**config.mk**
```make
export PLATFORM = sky130hd
export DESIGN_NAME = pc_unit_flat
export DESIGN_NICKNAME = d
export VERILOG_FILES = /design/src/rtl/pc_unit_if.sv /design/src/rtl/pc_unit.sv /design/src/flat_wrapper.sv
export SDC_FILE = /design/constraint.sdc
export NUM_CORES = 1
export LEC_CHECK = 0
export BUFFER_PORTS_ARGS = -buffer_cell sky130_fd_sc_hd__buf_2
export CORE_MARGIN = 4
export CORE_UTILIZATION = 40
export DETAILED_ROUTE_END_ITERATION = 10
export HOLD_SLACK_MARGIN = 0.05
export PLACE_DENSITY = 0.66
export RECOVER_POWER = 25
export SYNTH_ARGS = -nofsm -noshare
export SYNTH_HDL_FRONTEND = slang
export SYNTH_SLANG_ARGS = --single-unit
```
**constraint.sdc**
```tcl
create_clock -name clk -period 10 [get_ports clk]
set_input_delay 2 -clock clk [delete_from_list [all_inputs] [get_ports clk]]
set_output_delay 2 -clock clk [all_outputs]
set_load 0.02 [all_outputs]
```
**src/rtl/pc_unit_if.sv**
```systemverilog
// Control and data bundle between the decode/execute side and the PC stage.
interface pc_unit_if #(
   parameter int CNT_W = 32
);
   logic             stall;
   logic             branch_taken;
   logic             jump;
   logic             jump_reg;
   logic [31:0]      i_imm_ext;
   logic [25:0]      i_jtarget;
   logic [31:0]      i_rs_data;
   logic [31:0]      o_pc;
   logic [31:0]      o_pc_plus4;
   logic             o_redirect;
   logic             o_misalign;
   logic             o_halted;
   logic [CNT_W-1:0] o_retired;

   // Core side: drives the controls, consumes the PC.
   modport master (
      output stall, branch_taken, jump, jump_reg, i_imm_ext, i_jtarget, i_rs_data,
      input  o_pc, o_pc_plus4, o_redirect, o_misalign, o_halted, o_retired
   );

   // PC stage side.
   modport slave (
      input  stall, branch_taken, jump, jump_reg, i_imm_ext, i_jtarget, i_rs_data,
      output o_pc, o_pc_plus4, o_redirect, o_misalign, o_halted, o_retired
   );
endinterface

```
**src/rtl/pc_unit.sv**
```systemverilog
// Program-counter stage: PC register, next-PC select, retired counter and
// misaligned jump-register trap.
//
//   state | meaning
//   RUN   | PC advances every unstalled cycle
//   HALT  | misaligned jr/jalr seen; all state frozen until reset
module pc_unit #(
   parameter logic [31:0] RESET_PC = 32'h0000_0000,
   parameter int          CNT_W    = 32
) (
   input  logic     clk,
   input  logic     reset,
   pc_unit_if.slave bus
);

   typedef enum logic {RUN, HALT} state_t;

   state_t           state, state_next;
   logic [31:0]      pc, pc_next;
   logic [CNT_W-1:0] retired, retired_next;
   logic             redirect, redirect_next;

   logic [31:0] pc_plus4;
   logic [31:0] br_target;
   logic [31:0] jmp_target;

   assign pc_plus4   = pc + 32'd4;
   // Immediate is a word offset; the shift drops its top two bits.
   assign br_target  = pc_plus4 + (bus.i_imm_ext << 2);
   assign jmp_target = {pc_plus4[31:28], bus.i_jtarget, 2'b00};

   // State, PC, counter and redirect flag registers.
   always_ff @(posedge clk) begin
      if (reset) begin
         state    <= RUN;
         pc       <= RESET_PC;
         retired  <= '0;
         redirect <= 1'b0;
      end else begin
         state    <= state_next;
         pc       <= pc_next;
         retired  <= retired_next;
         redirect <= redirect_next;
      end
   end

   // Next-state and next-PC selection; jr beats j beats branch beats sequential.
   always_comb begin
      state_next    = state;
      pc_next       = pc;
      retired_next  = retired;
      redirect_next = 1'b0;
      case (state)
         RUN: begin
            if (!bus.stall) begin
               if (bus.jump_reg && (bus.i_rs_data[1:0] != 2'b00)) begin
                  state_next = HALT;
               end else begin
                  retired_next = retired + 1'b1;
                  if (bus.jump_reg) begin
                     pc_next       = bus.i_rs_data;
                     redirect_next = 1'b1;
                  end else if (bus.jump) begin
                     pc_next       = jmp_target;
                     redirect_next = 1'b1;
                  end else if (bus.branch_taken) begin
                     pc_next       = br_target;
                     redirect_next = 1'b1;
                  end else begin
                     pc_next = pc_plus4;
                  end
               end
            end
         end
         HALT: begin
            state_next = HALT;
         end
         default: begin
            state_next = RUN;
         end
      endcase
   end

   // The misalign flag is the HALT state itself, so it is sticky until reset.
   assign bus.o_pc       = pc;
   assign bus.o_pc_plus4 = pc_plus4;
   assign bus.o_redirect = redirect;
   assign bus.o_misalign = (state == HALT);
   assign bus.o_halted   = (state == HALT);
   assign bus.o_retired  = retired;

endmodule

```
**src/flat_wrapper.sv**
```systemverilog
// flat-port wrapper written by rule: the top's interface ports become plain ports
module pc_unit_flat 
#(
   parameter logic [31:0] RESET_PC = 32'h0000_0000,
   parameter int          CNT_W    = 32
)
  (clk, reset, bus_stall, bus_branch_taken, bus_jump, bus_jump_reg, bus_i_imm_ext, bus_i_jtarget, bus_i_rs_data, bus_o_pc, bus_o_pc_plus4, bus_o_redirect, bus_o_misalign, bus_o_halted, bus_o_retired);
  pc_unit_if #(.CNT_W(CNT_W)) bus_i ();
  input  logic clk;
  input  logic reset;
  input wire logic [$bits(bus_i.stall)-1:0] bus_stall;
  input wire logic [$bits(bus_i.branch_taken)-1:0] bus_branch_taken;
  input wire logic [$bits(bus_i.jump)-1:0] bus_jump;
  input wire logic [$bits(bus_i.jump_reg)-1:0] bus_jump_reg;
  input wire logic [$bits(bus_i.i_imm_ext)-1:0] bus_i_imm_ext;
  input wire logic [$bits(bus_i.i_jtarget)-1:0] bus_i_jtarget;
  input wire logic [$bits(bus_i.i_rs_data)-1:0] bus_i_rs_data;
  output wire logic [$bits(bus_i.o_pc)-1:0] bus_o_pc;
  output wire logic [$bits(bus_i.o_pc_plus4)-1:0] bus_o_pc_plus4;
  output wire logic [$bits(bus_i.o_redirect)-1:0] bus_o_redirect;
  output wire logic [$bits(bus_i.o_misalign)-1:0] bus_o_misalign;
  output wire logic [$bits(bus_i.o_halted)-1:0] bus_o_halted;
  output wire logic [$bits(bus_i.o_retired)-1:0] bus_o_retired;
  assign bus_i.stall = bus_stall;
  assign bus_i.branch_taken = bus_branch_taken;
  assign bus_i.jump = bus_jump;
  assign bus_i.jump_reg = bus_jump_reg;
  assign bus_i.i_imm_ext = bus_i_imm_ext;
  assign bus_i.i_jtarget = bus_i_jtarget;
  assign bus_i.i_rs_data = bus_i_rs_data;
  assign bus_o_pc = bus_i.o_pc;
  assign bus_o_pc_plus4 = bus_i.o_pc_plus4;
  assign bus_o_redirect = bus_i.o_redirect;
  assign bus_o_misalign = bus_i.o_misalign;
  assign bus_o_halted = bus_i.o_halted;
  assign bus_o_retired = bus_i.o_retired;
  pc_unit #(.RESET_PC(RESET_PC), .CNT_W(CNT_W)) u_core (.clk(clk), .reset(reset), .bus(bus_i));
endmodule
```
==> results.txt <==
----------------------------------------------------
[Outcome]
  Result of the run ... finished, violations left
  Violations in the final reports ... capacitance limit, slew limit

[Timing]
  Top achievable clock speed ... 197 MHz
  Clock period minus worst slack ... 5.08 ns
  Max-slew violation count ... 38
  Worst slew margin relative to its limit ... -22.6%
  Worst setup skew after layout ... 0.00606 ns
  Ratio of final minimum period to clock period ... 50.8%
  Endpoints failing setup ... 0
  Transition time at the pin with the least slew margin ... 1.84 ns
  Worst hold margin ... 0.507 ns
  Unrepaired setup endpoints after global routing ... no
  Final Worst Setup Slack ... 4.92 ns
  Total negative slack ... 0 ns
  Number of hold-slack violations in the final timing report ... 0

[Min path]
  Min-delay worst type ... reg -> reg
  HP Start ... u_core.bus.o_retired[1]$_SDFFE_PP0P_
  Hold endpoint ... u_core.bus.o_retired[1]$_SDFFE_PP0P_
  Number of instances on the worst hold path ... 2

[Setup path]
  Reg2Reg Launch Point ... u_core.bus.o_pc[2]$_SDFFE_PP0P_
  Worst reg-to-reg setup slack ... 5.59 ns
  Type of destination of the critical path ... flip-flop
  Depth of the most critical reg-to-reg path ... 14
  Type of element launching the critical path ... input port
  WP data required ... 10.18 ns
  Endpoint of the lowest-slack register-to-register path ... u_core.bus.o_pc[24]$_SDFFE_PP0P_
  Endpoint arrival time on the critical path ... 5.26 ns
  Kind of critical path ... in -> reg
  Max FO, Critical Path ... 37

[Global routing]
  Antenna violations before repair ... 1
  Global-route total usage across every layer ... 23.5%
  Overflow after GRT ... 0
  Pin count of the biggest net entering global routing ... 74
  Via count of the first global-routing pass ... 5,699
  Global-route wire length before repair ... 30,500 um

[Route]
  Total DRC errors in the routed layout ... 0
  Wire length per cell after detailed routing ... 18.3 um
  Wire length reported by the detailed router ... 19,400 um
  Number of detailed-routing iterations run before antenna repair ... 5
  Vias per inst ... 5.64
  Count of routing violations after the opening detailed-route iteration ... 413
  Via count ... 6,011
  Post-detailed-route count of antenna-violating nets ... 0

[Logic synthesis]
  Yosys reg bits ... 66
  Net Count, Synth ... 845
  Share of cell area taken by muxes after synthesis ... 0.982%
  Compound-Gate Fraction of Synth Area ... 24.3%
  Dominant combinational cell family by area after synthesis ... simple AND/OR/NAND/NOR gates
  Most used flip-flop cell after synthesis ... sky130_fd_sc_hd__dfxtp_1
  Post-synthesis async set-or-reset flop share ... 0%
  Post-Syn Area ... 5610 sq um
  Synth Warn # ... 0
  Number of synthesized flops with an enable pin ... 0
  Share of the synthesized netlist area taken by xor and xnor gates ... 12.9%
  Count of different cell masters after synthesis ... 82
  Part of the Yosys area used for sequential elements ... 23.6%
  Area share of and/or/nand/nor cells after synthesis ... 25.8%
  Syn avg cell area ... 7.88 sq um
  Gate Count Post-Synth ... 711
  Adder-cell area share of the yosys netlist ... 8.62%

[CTS]
  CTS Sinks ... 66
  Clock latency on the worst-skew pair ... 0.33 ns
  Setup Buffers After CTS ... 0
  Number of buffers created by CTS ... 9
  Maximum level of the CTS H-tree ... 3
  Clock Tree Root ... sky130_fd_sc_hd__clkbuf_16
  Hold-fix buffer count after cts ... 0
  Number of gates given a new drive strength after cts ... 0
  Clock tree from TritonCTS ... done
  Clock-pin slew of the registers on the worst-case setup and hold paths ... 0.06 ns
  Number of buffers between clock root and the deepest sink ... 2

[Layout]
  Post-synthesis to final-layout area growth ... 22.9%
  Filler Cell Count ... 1,371
  Share of post-route cells with drive strength above 1 ... 24.4%
  Most frequent standard cell in the layout excluding fill and tap cells ... sky130_fd_sc_hd__buf_2
  Most used cells in the layout excluding fill and tap cells ... 151 x sky130_fd_sc_hd__buf_2, 85 x sky130_fd_sc_hd__nor2_1, 74 x sky130_fd_sc_hd__nand2_1
  Nets ... 1,017

[Place]
  Routability cong. ... 0.939
  Final HPWL from detailed placement ... 14,800 um
  Setup WS pre-CTS ... 5.47 ns
  Input/output buffers ... 192

[Die]
  Die height ... 126 um
  Effective utilization at floorplan ... 41.5%
  Number of placement rows ... 42
  Core Footprint ... 13,500 sq um
  Area of the die ... 16,000 sq um
  I/O pin cnt ... 195
  Die span in x ... 126 um

[Pwr]
  Worst voltage drop across the vdd grid ... 0.0758 mV
  Leakage power figure ... 3.06 nW
  Total power divided by cell area ... 126 nW/um^2
  Final Total Pwr ... 868 uW

[Job]
  Max cap viols ... 1

----------------------------------------------------
==> worst max path at each step <==
stage | from | to | slack, ns
floorplan | bus_i_imm_ext[0] | u_core.bus.o_pc[24]$_SDFFE_PP0P_ | 5.81
global placement | bus_i_imm_ext[0] | u_core.bus.o_pc[30]$_SDFFE_PP0P_ | 5.46
detailed placement | bus_i_imm_ext[0] | u_core.bus.o_pc[24]$_SDFFE_PP0P_ | 5.47
CTS | u_core.bus.o_pc[16]$_SDFFE_PP0P_ | bus_o_pc_plus4[28] | 5.28
global route | bus_jump_reg | u_core.bus.o_pc[24]$_SDFFE_PP0P_ | 4.77
finish | bus_jump_reg | u_core.bus.o_pc[27]$_SDFFE_PP0P_ | 4.92
==> cells in the mapped netlist (7+ instances only) <==
master	count	area, sq um
sky130_fd_sc_hd__dfxtp_1	66	1320
sky130_fd_sc_hd__inv_1	17	63.8
sky130_fd_sc_hd__xor2_1	39	342
sky130_fd_sc_hd__nor3_1	17	85.1
sky130_fd_sc_hd__o22ai_1	8	50.1
sky130_fd_sc_hd__clkbuf_1	20	75.1
sky130_fd_sc_hd__nand4_1	13	81.3
sky130_fd_sc_hd__and3_1	20	125
sky130_fd_sc_hd__a221o_1	7	70.1
sky130_fd_sc_hd__a221oi_1	8	70.1
sky130_fd_sc_hd__ha_1	37	463
sky130_fd_sc_hd__xnor2_1	36	315
sky130_fd_sc_hd__or3_1	9	56.3
sky130_fd_sc_hd__a21oi_1	43	215
sky130_fd_sc_hd__nand2_1	74	278
sky130_fd_sc_hd__buf_1	7	26.3
sky130_fd_sc_hd__o21ai_0	28	140
sky130_fd_sc_hd__nor2_1	85	319
sky130_fd_sc_hd__nand3_1	31	155
sky130_fd_sc_hd__a211oi_1	16	120
sky130_fd_sc_hd__a21o_1	12	90.1
==> critical path, stage by stage <==
cell                       delay, ns
sky130_fd_sc_hd__clkbuf_1       1.29
sky130_fd_sc_hd__inv_1          0.79
sky130_fd_sc_hd__nand2_1        0.34
sky130_fd_sc_hd__nor2_1         0.26
sky130_fd_sc_hd__and3_4         0.29
sky130_fd_sc_hd__o31ai_4        0.16
sky130_fd_sc_hd__o41ai_2        0.09
==> kinds of logic (layout without fill, tap and decap cells) <==
| logic type | Yosys count | in the layout |
|---|---|---|
| AOI/OAI and AO/OA | 185 | 185 |
| xor gates and xnor gates | 79 | 79 |
| adders and majority gates | 38 | 38 |
| buffers and inverters | 51 | 228 |
| DFF | 66 | 66 |
| muxes | 5 | 5 |
| other | 0 | 1 |
| and+or+nand+nor | 287 | 287 |
==> final cells by class <==
class                   instances  area (sq um)  area share (%)
clock inverters                 6          40.0           0.581
diodes                          1          2.50          0.0363
repair buffers                195           932            13.5
clock buffers                  10           239            3.47
flip-flops and latches         66          1320            19.2
inverters                      17          63.8           0.926
well taps                     176           220            3.20
multi-input cells             594          4070            59.1
==> stage by stage <==
stage	util (%)	instances	instance area, sq um
2_1_floorplan	-	711	5610
3_3_place_gp	49.3	1048	6660
3_5_place_dp	49.3	1048	6660
4_1_cts	51.4	1064	6940
5_1_grt	51.0	1064	6890
6_report	51.0	1065	6890
==> per-layer routing <==
metal	vias to the layer above	global-route usage (%)	wire [um]
met1	2776	31.4	8620
met5	-	0	12
li1	2950	-	-
met4	2	7.95	393
met3	31	4.08	1420
met2	252	38.4	9000
==> sequential cells by signal, indices dropped and copies added (netlist names) <==
register               count
u_core.bus.o_halted        1
u_core.bus.o_redirect      1
u_core.bus.o_pc           32
u_core.bus.o_retired      32
==> power breakdown <==
part           total (mW)  switching (mW)  internal [mW]  leakage, nW
clock               0.299           0.125          0.174        0.139
sequential          0.294          0.0199          0.274        0.537
combinational       0.275           0.169          0.105         2.39
total               0.868           0.314          0.554         3.06
Power figures use the tool's default switching activity.
